## config.mk

```make
export PLATFORM = sky130hd
export DESIGN_NAME = aes_op_controller
export DESIGN_NICKNAME = d
export VERILOG_FILES = /design/src/rtl/aes_op_controller.sv
export SDC_FILE = /design/constraint.sdc
export NUM_CORES = 1
export LEC_CHECK = 0
export CAP_MARGIN = 20
export CORE_AREA = 5 5 403 405
export CTS_CLUSTER_SIZE = 8
export DETAILED_ROUTE_END_ITERATION = 7
export DIE_AREA = 0 0 408 410
export GPL_ROUTABILITY_DRIVEN = 0
export SETUP_SLACK_MARGIN = 0.4
export SLEW_MARGIN = 20
export SYNTH_ARGS = -nofsm -noshare
export SYNTH_HDL_FRONTEND = slang
export SYNTH_SLANG_ARGS = --single-unit
```

## constraint.sdc

```tcl
create_clock -name clk -period 4.5 [get_ports clk]
set_input_delay 0.9 -clock clk [delete_from_list [all_inputs] [get_ports clk]]
set_output_delay 0.9 -clock clk [all_outputs]
set_load 0.005 [all_outputs]
```

## src/rtl/aes_op_controller.sv

```systemverilog
// aes_op_controller
//   Command-level sequencer for the shared AES datapath (encryption core,
//   decryption core, key_expansion). It accepts one encrypt/decrypt command
//   at a time. It reloads the key only when the key differs from the cached
//   one. It fires a one-cycle start to the selected core and waits for the
//   rising edge of that core's done, with a timeout. It then returns the
//   result on a valid/ready response channel.
//
// Ports
//   clk, reset_n          clock (rising edge), asynchronous active-low reset
//   cmd_valid/cmd_ready   command handshake; cmd_ready is high only in IDLE
//   cmd_mode              0 = encrypt, 1 = decrypt
//   cmd_key, cmd_data     AES-128 key and input block
//   rsp_valid/rsp_ready   response handshake
//   rsp_data, rsp_error   result block; error = timeout (data forced to zero)
//   set_new_key, key_in   key-load strobe and registered key to key_expansion
//   start_enc, start_dec  one-cycle start pulses to the cores
//   enc_plain_text        operand register for the encryption core
//   dec_cipher_text       operand register for the decryption core
//   enc_cipher_text       encryption core result
//   dec_plain_text        decryption core result
//   done_enc, done_dec    core completion levels
module aes_op_controller #(
  parameter int unsigned TIMEOUT_CYCLES   = 64,
  parameter int unsigned KEY_SETUP_CYCLES = 1
) (
  input  logic         clk,
  input  logic         reset_n,
  input  logic         cmd_valid,
  output logic         cmd_ready,
  input  logic         cmd_mode,
  input  logic [127:0] cmd_key,
  input  logic [127:0] cmd_data,
  output logic         rsp_valid,
  input  logic         rsp_ready,
  output logic [127:0] rsp_data,
  output logic         rsp_error,
  output logic         set_new_key,
  output logic [127:0] key_in,
  output logic         start_enc,
  output logic         start_dec,
  output logic [127:0] enc_plain_text,
  output logic [127:0] dec_cipher_text,
  input  logic [127:0] enc_cipher_text,
  input  logic [127:0] dec_plain_text,
  input  logic         done_enc,
  input  logic         done_dec
);

  localparam int unsigned TW = $clog2(TIMEOUT_CYCLES + 1);
  localparam int unsigned KW = $clog2(KEY_SETUP_CYCLES + 1);

  typedef enum logic [2:0] {
    IDLE      = 3'd0,
    KEY_LOAD  = 3'd1,
    START     = 3'd2,
    WAIT_DONE = 3'd3,
    RESP      = 3'd4
  } state_e;

  state_e         state_q, state_d;
  logic           mode_q, mode_d;
  logic           key_valid_q, key_valid_d;
  logic [127:0]   cached_key_q, cached_key_d;
  logic [TW-1:0]  tmo_cnt_q, tmo_cnt_d;
  logic [KW-1:0]  key_cnt_q, key_cnt_d;
  logic           done_enc_q, done_dec_q;
  logic           rsp_valid_q, rsp_valid_d;
  logic [127:0]   rsp_data_q, rsp_data_d;
  logic           rsp_error_q, rsp_error_d;
  logic           set_new_key_q, set_new_key_d;
  logic [127:0]   key_in_q, key_in_d;
  logic           start_enc_q, start_enc_d;
  logic           start_dec_q, start_dec_d;
  logic [127:0]   enc_pt_q, enc_pt_d;
  logic [127:0]   dec_ct_q, dec_ct_d;
  logic           done_rise;

  // Edge detection, so that a done level left over from the previous
  // operation cannot complete the current one.
  assign done_rise = mode_q ? (done_dec & ~done_dec_q) : (done_enc & ~done_enc_q);

  // Registered outputs are computed from the transition being taken, so
  // that each strobe is visible in the first cycle of its state.
  always_comb begin
    state_d       = state_q;
    mode_d        = mode_q;
    key_valid_d   = key_valid_q;
    cached_key_d  = cached_key_q;
    tmo_cnt_d     = tmo_cnt_q;
    key_cnt_d     = key_cnt_q;
    rsp_valid_d   = rsp_valid_q;
    rsp_data_d    = rsp_data_q;
    rsp_error_d   = rsp_error_q;
    set_new_key_d = 1'b0;
    key_in_d      = key_in_q;
    start_enc_d   = 1'b0;
    start_dec_d   = 1'b0;
    enc_pt_d      = enc_pt_q;
    dec_ct_d      = dec_ct_q;

    unique case (state_q)
      IDLE: begin
        if (cmd_valid) begin
          mode_d = cmd_mode;
          if (cmd_mode) dec_ct_d = cmd_data;
          else          enc_pt_d = cmd_data;
          if (!key_valid_q || (cmd_key != cached_key_q)) begin
            state_d       = KEY_LOAD;
            key_in_d      = cmd_key;
            set_new_key_d = 1'b1;
            key_cnt_d     = '0;
          end else begin
            state_d     = START;
            start_enc_d = ~cmd_mode;
            start_dec_d = cmd_mode;
          end
        end
      end

      KEY_LOAD: begin
        // key_in_q already holds the latched key for this command.
        if (key_cnt_q == KW'(KEY_SETUP_CYCLES - 1)) begin
          cached_key_d = key_in_q;
          key_valid_d  = 1'b1;
          state_d      = START;
          start_enc_d  = ~mode_q;
          start_dec_d  = mode_q;
        end else begin
          key_cnt_d     = key_cnt_q + KW'(1);
          set_new_key_d = 1'b1;
        end
      end

      START: begin
        tmo_cnt_d = '0;
        state_d   = WAIT_DONE;
      end

      WAIT_DONE: begin
        if (done_rise) begin
          rsp_data_d  = mode_q ? dec_plain_text : enc_cipher_text;
          rsp_error_d = 1'b0;
          rsp_valid_d = 1'b1;
          state_d     = RESP;
        end else if (tmo_cnt_q == TW'(TIMEOUT_CYCLES - 1)) begin
          // The key state of the cores is unknown after an abort.
          rsp_data_d  = '0;
          rsp_error_d = 1'b1;
          rsp_valid_d = 1'b1;
          key_valid_d = 1'b0;
          state_d     = RESP;
        end else begin
          tmo_cnt_d = tmo_cnt_q + TW'(1);
        end
      end

      RESP: begin
        if (rsp_ready) begin
          rsp_valid_d = 1'b0;
          state_d     = IDLE;
        end
      end

      default: state_d = IDLE;
    endcase
  end

  always_ff @(posedge clk or negedge reset_n) begin
    if (!reset_n) begin
      state_q       <= IDLE;
      mode_q        <= 1'b0;
      key_valid_q   <= 1'b0;
      cached_key_q  <= '0;
      tmo_cnt_q     <= '0;
      key_cnt_q     <= '0;
      done_enc_q    <= 1'b0;
      done_dec_q    <= 1'b0;
      rsp_valid_q   <= 1'b0;
      rsp_data_q    <= '0;
      rsp_error_q   <= 1'b0;
      set_new_key_q <= 1'b0;
      key_in_q      <= '0;
      start_enc_q   <= 1'b0;
      start_dec_q   <= 1'b0;
      enc_pt_q      <= '0;
      dec_ct_q      <= '0;
    end else begin
      state_q       <= state_d;
      mode_q        <= mode_d;
      key_valid_q   <= key_valid_d;
      cached_key_q  <= cached_key_d;
      tmo_cnt_q     <= tmo_cnt_d;
      key_cnt_q     <= key_cnt_d;
      done_enc_q    <= done_enc;
      done_dec_q    <= done_dec;
      rsp_valid_q   <= rsp_valid_d;
      rsp_data_q    <= rsp_data_d;
      rsp_error_q   <= rsp_error_d;
      set_new_key_q <= set_new_key_d;
      key_in_q      <= key_in_d;
      start_enc_q   <= start_enc_d;
      start_dec_q   <= start_dec_d;
      enc_pt_q      <= enc_pt_d;
      dec_ct_q      <= dec_ct_d;
    end
  end

  assign cmd_ready       = (state_q == IDLE);
  assign rsp_valid       = rsp_valid_q;
  assign rsp_data        = rsp_data_q;
  assign rsp_error       = rsp_error_q;
  assign set_new_key     = set_new_key_q;
  assign key_in          = key_in_q;
  assign start_enc       = start_enc_q;
  assign start_dec       = start_dec_q;
  assign enc_plain_text  = enc_pt_q;
  assign dec_cipher_text = dec_ct_q;

endmodule

```

==> results.py <==
metrics = {
    "clock_network": {
        "clk_latency_ns": 0.67,
        "clk_pin_slew_ns": 0.05,
        "post_cts_buffers": 0,
        "clockBufferDepth": 3,
        "cts_buffers": 93,
        "cts_sinks": 659,
        "cts_tree": "done",
        "cts_hold_buf": 0,
        "htreeDepth": 3,
        "cts-resized-gates": 0,
        "root_buffer": "clkbuf_16",
    },
    "detailed_routing": {
        "post-route-drc-count": 0,
        "via_per_inst": 3.95,
        "final_antenna_net_count": 0,
        "routed_wl_microns": 122000,
        "drt_first_pass_iters": 5,
        "initialDrtViolationCount": 1458,
        "drt-wirelength-per-cell_microns": 22.7,
        "num_vias": 21200,
    },
    "setup_path": {
        "crit_path_top_delay_cell": "a221oi_1",
        "startpoint_type": "input port",
        "r2r_cells": 10,
        "r2r_start": "cached_key_q[14]",
        "rrSetupSlack_ns": 0.97,
        "crit_required_ns": 5.06,
        "path_cells": "clkdlybuf4s50_1, xor2_1, a221oi_1, nand3_1, nor4_1, nand3_1, buf_4, o21ai_4, buf_12, buf_12, mux2_2",
        "crit_arrival_ns": 4.44,
        "critPathMaxStageDelay_ns": 0.89,
        "critPathTopFamily": "buffers and inverters",
        "path_buf_inv": 4,
        "worstSetupPathType": "in2reg",
        "crit_path_max_fanout": 25,
        "r2r-end": "key_in[13]",
        "path_depth": 11,
        "cp-end-kind": "flip-flop",
    },
    "synth": {
        "synth_area_sq_um": 27600,
        "synth_compound_area_frac": 0.0391,
        "synth_area_leader_cell": "dfrtp_1",
        "synth_top_area_share": 0.597,
        "synth_top_family_by_area": "multiplexers",
        "synth_flop_cell": "dfrtp_1",
        "synthesis.nets": 2723,
        "synth-simple-area-share": 0.0867,
        "yosys.area_share.adder": 0.000453,
        "synth-xor-area-share": 0.0305,
        "yosys-mux-area-fraction": 0.218,
        "synth_edf_count": 0,
        "seq_area_frac_synth": 0.597,
        "synthCells": 2203,
        "synth_warnings": 0,
        "synth_cell_types": 50,
        "synthTopCellsByArea": "dfrtp_1, mux2_2, nand2_1",
        "avgSynthCellArea_sq_um": 12.5,
        "synth-async-reset-ratio": 1.00,
        "yosys_register_bits": 659,
    },
    "layout": {
        "nets": 3803,
        "multiInputGateArea_sq_um": 10400,
        "final_util": 0.274,
        "areaGrowthSynthToFinish_pct": 56.8,
        "seq_area_sq_um": 16500,
        "drive_above_1_share": 0.169,
        "n_fill_cell": 16400,
    },
    "placement": {
        "portBuffers": 1036,
        "hpwl_microns": 97300,
        "pre_cts_slack_ns": -0.0444,
    },
    "sta": {
        "setup_ws_ns": 0.615,
        "tightestPinTransition_ns": 1.07,
        "finalCritPeriodShare": 0.863,
        "finalHoldViolCount": 0,
        "final.setup_skew_ns": 0.0553,
        "drv_slew": 0,
        "rsz0062_at_grt": "no",
        "fmax_mhz": 257,
        "setup_violations": 0,
        "period_needed_ns": 3.88,
        "timing.slew.headroom": 0.286,
        "setup_tns_ns": 0,
    },
    "global_route": {
        "grt-ovfl-total": 0,
        "grt_max_degree": 142,
        "grt_pass1_vias": 22500,
        "antenna_found_initial": 15,
        "grt_pass1_wl_microns": 172000,
        "grt.total_usage": 0.140,
    },
    "flow_run": {
        "maxCapViolations": 0,
    },
    "floorplanning": {
        "die_area_sq_um": 167000,
        "dieWidth_microns": 408,
        "core_area_sq_um": 158000,
        "start_util": 0.175,
        "rows": 146,
        "die_h_microns": 410,
        "ios": 1037,
    },
    "power_and_ir_drop": {
        "power_density_nw_per_um2": 669,
        "total_power_w": 0.0290,
        "leakage_nw": 18.9,
        "vdd.ir_drop.worst_mv": 0.375,
    },
    "worst_hold_path": {
        "hp-class": "in2async",
    },
    "outcome": {
        "outcome": "complete, no violations",
    },
}
where the power goes:
part           total, W  internal, W  switching [W]  leakage, nW
sequential       0.0106      0.00868        0.00194         8.21
combinational    0.0119      0.00687        0.00508         9.49
clock           0.00640      0.00375        0.00264         1.25
total            0.0290       0.0193        0.00966         18.9
worst max path at each step:
stage          slack, ns   startpoint     endpoint
2_1_floorplan       1.60  cmd_key[69]  key_in[100]
3_3_place_gp       -0.10  cmd_key[14]   key_in[13]
3_5_place_dp       -0.04  cmd_key[14]   key_in[13]
4_1_cts             0.72  cmd_key[14]   key_in[13]
5_1_grt             0.53  cmd_key[14]    key_in[2]
6_report            0.62  cmd_key[14]   key_in[13]
area by class of cell:
class,instances,area share
multi-input cells,1395,0.240
well taps,2072,0.0599
inverters,33,0.00286
clock buffers,102,0.0557
repair buffers,1101,0.257
flip-flops and latches,659,0.381
diodes,9,0.000520
clock inverters,7,0.00324
Yosys cell counts (2+ instances only):
library cell  number
a2111oi_1          2
a2111oi_2          2
a21oi_1            3
a221o_1            3
a221oi_1           3
a22o_1             3
a31oi_1            2
and3_1             2
buf_1              2
buf_12            11
buf_2             17
buf_6              2
clkbuf_1          83
dfrtp_1          659
inv_1             31
inv_2              2
mux2_1             9
mux2_2           275
mux2_4           100
mux2i_1          131
nand2_1          506
nand3_1            8
nand4_1           16
nor2_1            14
nor2b_1           15
nor3_1             4
nor4_1            19
o21ai_0          152
o22ai_1           11
or4_1              2
xnor2_1           41
xor2_1            55
flip-flops by register name (all words and copies together), names as in the netlist:
signal           count
key_valid_q          1
tmo_cnt_q            7
rsp_data           128
key_in             128
done_dec_q           1
cached_key_q       128
enc_plain_text     128
state_q              3
rsp_error            1
dec_cipher_text    128
start_dec            1
mode_q               1
done_enc_q           1
start_enc            1
rsp_valid            1
set_new_key          1
routing by layer:
layer  vias to the layer above  global-route usage  part of all wire
met1                     10700               0.170              0.41
met3                       156              0.0550             0.090
met4                         2              0.0428             0.025
met5                         -                   0          0.000057
li1                       9606                   -                 -
met2                       784               0.230              0.48
worst reg2reg max path, stage by stage (launching register included):
cell and delay, ns:
dfrtp_1 0.38, xor2_1 0.27, a221oi_1 0.90, nand3_1 0.32, nor4_1 0.26, nand3_1 0.13
buf_4 0.17, o21ai_4 0.17, buf_12 0.19, buf_12 0.25, mux2_2 0.39
layout by cell type, fill, tap and decap left out, types with 3 or more instances in the layout:
master              n
a21oi_1             3
a221o_1             3
a221oi_1            3
a22o_1              3
buf_12             18
buf_4              46
clkbuf_1            5
clkbuf_16          94
clkbuf_8            3
clkdlybuf4s50_1  1035
clkinv_16           3
dfrtp_1           658
diode_2             9
inv_1              31
mux2_1              9
mux2_2            275
mux2_4            100
mux2i_1           131
nand2_1           505
nand3_1             6
nand4_1            16
nor2_1             13
nor2b_1            15
nor3_1              3
nor4_1             19
o21ai_0           152
o22ai_1            11
xnor2_1            41
xor2_1             55
cell families after synthesis:
| group | count (synthesis) |
|---|---|
| flops | 659 |
| simple gates | 592 |
| mux | 515 |
| compound gates | 191 |
| buf+inv | 149 |
| xor+xnor | 96 |
| fa+ha+maj | 1 |
stage by stage:
stage	hold WS, ns	cell area (sq um)	instances
3_3_place_gp	0.460	40700	5259
3_5_place_dp	0.469	40700	5259
4_1_cts	0.280	43200	5368
2_1_floorplan	0.452	27600	2203
5_1_grt	0.0565	43300	5376
6_report	0.110	43300	5378
No activity file was read; power rests on OpenSTA's default activity.
